==> src/rtl/ax_arbiter_if.sv <==
// ax_arbiter_if: address-channel request/grant signals seen by the two-master Ax arbiter
interface ax_arbiter_if;
  logic AxVALID_M0;
  logic AxVALID_M1;
  logic AxVALID_mux;
  logic AxREADY_S;
  logic xVALID;
  logic xREADY;
  logic xLAST;
  logic gnt;
  logic AxVALID_S;
  logic AxREADY_M0;
  logic AxREADY_M1;
  logic busy;
  modport slave (
    input  AxVALID_M0, AxVALID_M1, AxVALID_mux, AxREADY_S, xVALID, xREADY, xLAST,
    output gnt, AxVALID_S, AxREADY_M0, AxREADY_M1, busy
  );
  modport master (
    output AxVALID_M0, AxVALID_M1, AxVALID_mux, AxREADY_S, xVALID, xREADY, xLAST,
    input  gnt, AxVALID_S, AxREADY_M0, AxREADY_M1, busy
  );
endinterface

==> src/rtl/ax_arbiter.sv <==
// ax_arbiter: two-master round-robin arbiter for one AXI address channel, optionally locked until last data beat
module ax_arbiter #(
  parameter bit LOCK_DATA = 1'b1
) (
  input logic          ACLK,
  input logic          ARESETn,
  ax_arbiter_if.slave  bus
);
  typedef enum logic [1:0] {IDLE, ADDR, DATA} state_e;
  state_e state_q, state_d;
  logic   gnt_q, gnt_d;
  logic   prio_q, prio_d;
  logic   req_any, req_both, addr_hs, last_hs;
  assign req_any  = bus.AxVALID_M0 | bus.AxVALID_M1;
  assign req_both = bus.AxVALID_M0 & bus.AxVALID_M1;
  assign addr_hs  = (state_q == ADDR) & bus.AxVALID_mux & bus.AxREADY_S;
  assign last_hs  = (state_q == DATA) & bus.xVALID & bus.xREADY & bus.xLAST;
  // prio flips only when a transaction completes, handing priority to the other master
  always_comb begin
    state_d = state_q;
    gnt_d   = gnt_q;
    prio_d  = prio_q;
    case (state_q)
      IDLE: begin
        gnt_d   = req_any ? (req_both ? prio_q : bus.AxVALID_M1) : gnt_q;
        state_d = req_any ? ADDR : IDLE;
      end
      ADDR: begin
        state_d = addr_hs ? (LOCK_DATA ? DATA : IDLE) : ADDR;
        prio_d  = (addr_hs & !LOCK_DATA) ? ~gnt_q : prio_q;
      end
      DATA: begin
        state_d = last_hs ? IDLE : DATA;
        prio_d  = last_hs ? ~gnt_q : prio_q;
      end
      default: state_d = IDLE;
    endcase
  end
  always_ff @(posedge ACLK) begin
    if (!ARESETn) begin
      state_q <= IDLE;
      gnt_q   <= 1'b0;
      prio_q  <= 1'b0;
    end else begin
      state_q <= state_d;
      gnt_q   <= gnt_d;
      prio_q  <= prio_d;
    end
  end
  assign bus.gnt        = gnt_q;
  assign bus.busy       = (state_q != IDLE);
  assign bus.AxVALID_S  = (state_q == ADDR) & bus.AxVALID_mux;
  assign bus.AxREADY_M0 = (state_q == ADDR) & ~gnt_q & bus.AxREADY_S;
  assign bus.AxREADY_M1 = (state_q == ADDR) &  gnt_q & bus.AxREADY_S;
endmodule

==> src/flat_wrapper.sv <==
// flat-port wrapper written by rule: the top's interface ports become plain ports
module ax_arbiter_flat 
#(
  parameter bit LOCK_DATA = 1'b1
)
  (ACLK, ARESETn, bus_AxVALID_M0, bus_AxVALID_M1, bus_AxVALID_mux, bus_AxREADY_S, bus_xVALID, bus_xREADY, bus_xLAST, bus_gnt, bus_AxVALID_S, bus_AxREADY_M0, bus_AxREADY_M1, bus_busy);
  ax_arbiter_if bus_i ();
  input logic ACLK;
  input logic ARESETn;
  input wire logic [$bits(bus_i.AxVALID_M0)-1:0] bus_AxVALID_M0;
  input wire logic [$bits(bus_i.AxVALID_M1)-1:0] bus_AxVALID_M1;
  input wire logic [$bits(bus_i.AxVALID_mux)-1:0] bus_AxVALID_mux;
  input wire logic [$bits(bus_i.AxREADY_S)-1:0] bus_AxREADY_S;
  input wire logic [$bits(bus_i.xVALID)-1:0] bus_xVALID;
  input wire logic [$bits(bus_i.xREADY)-1:0] bus_xREADY;
  input wire logic [$bits(bus_i.xLAST)-1:0] bus_xLAST;
  output wire logic [$bits(bus_i.gnt)-1:0] bus_gnt;
  output wire logic [$bits(bus_i.AxVALID_S)-1:0] bus_AxVALID_S;
  output wire logic [$bits(bus_i.AxREADY_M0)-1:0] bus_AxREADY_M0;
  output wire logic [$bits(bus_i.AxREADY_M1)-1:0] bus_AxREADY_M1;
  output wire logic [$bits(bus_i.busy)-1:0] bus_busy;
  assign bus_i.AxVALID_M0 = bus_AxVALID_M0;
  assign bus_i.AxVALID_M1 = bus_AxVALID_M1;
  assign bus_i.AxVALID_mux = bus_AxVALID_mux;
  assign bus_i.AxREADY_S = bus_AxREADY_S;
  assign bus_i.xVALID = bus_xVALID;
  assign bus_i.xREADY = bus_xREADY;
  assign bus_i.xLAST = bus_xLAST;
  assign bus_gnt = bus_i.gnt;
  assign bus_AxVALID_S = bus_i.AxVALID_S;
  assign bus_AxREADY_M0 = bus_i.AxREADY_M0;
  assign bus_AxREADY_M1 = bus_i.AxREADY_M1;
  assign bus_busy = bus_i.busy;
  ax_arbiter #(.LOCK_DATA(LOCK_DATA)) u_core (.ACLK(ACLK), .ARESETn(ARESETn), .bus(bus_i));
endmodule
==> config.mk <==
export PLATFORM = sky130hd
export DESIGN_NAME = ax_arbiter_flat
export DESIGN_NICKNAME = d
export VERILOG_FILES = /design/src/rtl/ax_arbiter_if.sv /design/src/rtl/ax_arbiter.sv /design/src/flat_wrapper.sv
export SDC_FILE = /design/constraint.sdc
export NUM_CORES = 1
export LEC_CHECK = 0
export ABC_AREA = 1
export CORE_AREA = 2 2 39 41
export DETAILED_ROUTE_END_ITERATION = 8
export DIE_AREA = 0 0 41 43
export GPL_TIMING_DRIVEN = 0
export PLACE_DENSITY = 0.42
export SLEW_MARGIN = 20
export SYNTH_ARGS = -nofsm -noshare
export SYNTH_HDL_FRONTEND = slang
export SYNTH_SLANG_ARGS = --single-unit
==> constraint.sdc <==
create_clock -name ACLK -period 1.5 [get_ports ACLK]
set_input_delay 0.225 -clock ACLK [delete_from_list [all_inputs] [get_ports ACLK]]
set_output_delay 0.225 -clock ACLK [all_outputs]
set_load 0.02 [all_outputs]
==> out/results.ini <==
[run_status]
status=complete, no violations

[floorplan]
ios=14
fp.coreArea_sq_um=1380
fp.dieH_um=43
start_util_pct=17.2
die_w_um=41
row_count=14
die_area_sq_um=1760

[sta]
fin_crit_sh_pct=93.7
setup_slack_ns=0.0950
timing.final.crit_period_ns=1.40
finalHoldViolations=0
tightestPinTransition_ns=0.205
slew_headroom_pct=86.4
hold_ws_ns=0.494
fin_tns_setup_ns=0
finalSetupViolations=0
rsz0062_at_grt=false
slew_viol_final=0
fin_worst_skew_ns=0.0000663
fmax_ghz=0.712

[power]
cellLeakagePower_nw=0.201
vdd_drop_max_v=0.000311
power_density_nw_per_um2=831
power.switching_uw=87.8
power_frac_seq_pct=36.2
p_sw_share_pct=26.6
clkPwrFrac_pct=39.1
pwr-share-comb_pct=24.7
internal_power_uw=242

[critical_path]
crit_arrival_ns=1.18
path_buf_inv=3
cpLargestDelayFamily=buffers and inverters
path_depth=4
reg2reg_depth=4
endpoint_kind=output port
path_cells=clkdlybuf4s50_1 -> inv_1 -> nor2_4 -> dlygate4sd2_1
cp_max_fo=2
r2r-start=u_core.state_q[1]$_SDFF_PN0_
crit_type=primary input to output port
slowest_stage=clkdlybuf4s50_1
crit_required_ns=1.27
worst_setup_path_start_kind=primary input
slowest_delay_ns=0.45
startpoint=bus_AxVALID_mux

[cts]
htreeDepth=1
cts_tree=done
cts_sinks=4
clock-root-buffer=clkbuf_4
clk_pin_slew_worst_paths_ns=0.04
cts_buffer_depth=2
postCtsSetupRepairBufs=0
cts_made_buffers=3
clock_latency_ns=0.23
hold_buffers=0

[global_route]
grt_use_met1_pct=9.03
grt.busiest_layer=met2
grt_overflow=0
track_usage_pct=7.24
grt_pass1_wl_um=814
grt_max_degree=6
grt_pass1_vias=222
grt_use_met2_pct=9.06
use_met3_pct=3.14
antenna_found_initial=0

[layout]
drive_gt1_share_pct=18.2
layout_commonest_cell=inv_1
n_antenna_cell=0
layout_common_cells=10 x inv_1, 8 x nand2_1, 8 x clkdlybuf4s50_1, 5 x nor2_1, 4 x dfxtp_1
fin_nets=66
fill_cells=160
area_delta_synth_final_pct=66.8
post-route-util_pct=28.7

[detailed_routing]
drtIter0Drc=3
drtPass1Iterations=2
drc=0
vias_per_cell=3.56
ant_nets=0
wl_um=502
num_vias=253
wl_per_cell_um=7.07

[synth]
syn_area_per_cell_sq_um=6.10
synth_cells=39
ys_seq_area_share_pct=33.7
syn_area_sq_um=238
synth_nets=48
netlist-cell-type-count=12
yosys_warnings=0
yosys_register_bits=4

[min_path]
hold_depth=2
hold_class=flip-flop to flip-flop
worstHoldStart=u_core.prio_q$_SDFFE_PN0P_

[place]
dp_slack_ns=-0.214
io_buffer_count=13
gp_congestion=0.642
post-dp-hpwl_um=421

[flow_run]
cap_viol_max_count=0

==> cell families (layout without fill, tap and decap cells) <==
logic type	count (synthesis)	after routing	share of synthesized area (%)
AO/OA/AOI/OAI	6	6	14.2
buffers and inverters	11	27	17.4
flip-flops	4	4	33.7
AND/OR/NAND/NOR	18	18	34.7
==> Yosys cell counts <==
cell type / count / share of area [%]
nand3_1: 2 / 4.2
o21ai_1: 2 / 4.2
nand2_1: 8 / 13
nor2_2: 1 / 2.6
nand2_2: 1 / 2.6
nor2_4: 1 / 4.7
nor2_1: 5 / 7.9
inv_2: 1 / 1.6
dfxtp_1: 4 / 34
a21oi_1: 3 / 6.3
inv_1: 10 / 16
a21oi_2: 1 / 3.7
==> worst paths after layout <==
kind / endpoint / slack, ns
max: bus_AxVALID_S / 0.1
min: u_core.prio_q$_SDFFE_PN0P_ / 0.49
max reg2reg: u_core.state_q[1]$_SDFF_PN0_ / 0.69
min reg2reg: u_core.prio_q$_SDFFE_PN0P_ / 0.49
==> sequential cells by signal, summed over array words and instances (netlist names) <==
signal,count
u_core.prio_q,1
u_core.bus.gnt,1
u_core.state_q,2
==> routing by layer <==
layer / wire length (um) / vias up
li1: - / 149
met1: 255 / 96
met2: 200 / 8
met3: 45 / 0
met4: 0 / 0
met5: 0 / -
==> final cells by class <==
class / count / area, sq um / share of cell area [%]
Sequential cell: 4 / 80.1 / 20.2
Inverter: 11 / 41.3 / 10.4
Timing Repair Buffer: 13 / 116 / 29.3
Multi-Input combinational cell: 24 / 116 / 29.3
Tap cell: 16 / 20.0 / 5.05
Clock buffer: 3 / 22.5 / 5.68
==> power by group through the flow <==
stage                     registers, mW  logic [mW]  clock network (mW)
after detailed placement          0.121      0.0905                   0
after global placement            0.121      0.0908                   0
final                             0.119      0.0814               0.129
after CTS                         0.119      0.0836               0.137
after global routing              0.121      0.0907               0.142
after floorplan                   0.122      0.0437                   0
==> worst min-delay path: stages (launching register included) <==
cell	delay [ns]
dfxtp_1	0.33
a21oi_1	0.04
nor2_1	0.08
==> metrics by stage <==
step	cells	total power, mW	instance area [sq um]
after CTS	71	0.340	404
final	71	0.330	397
after global placement	68	0.212	388
after floorplan	39	0.165	238
after global routing	71	0.354	397
after detailed placement	68	0.212	388
==> timing repair <==
action	CTS	global route
gates resized for setup	5	4
setup endpoints to repair	5	2
pin swaps	0	0
Note: power is estimated with default switching activity, not from simulation.
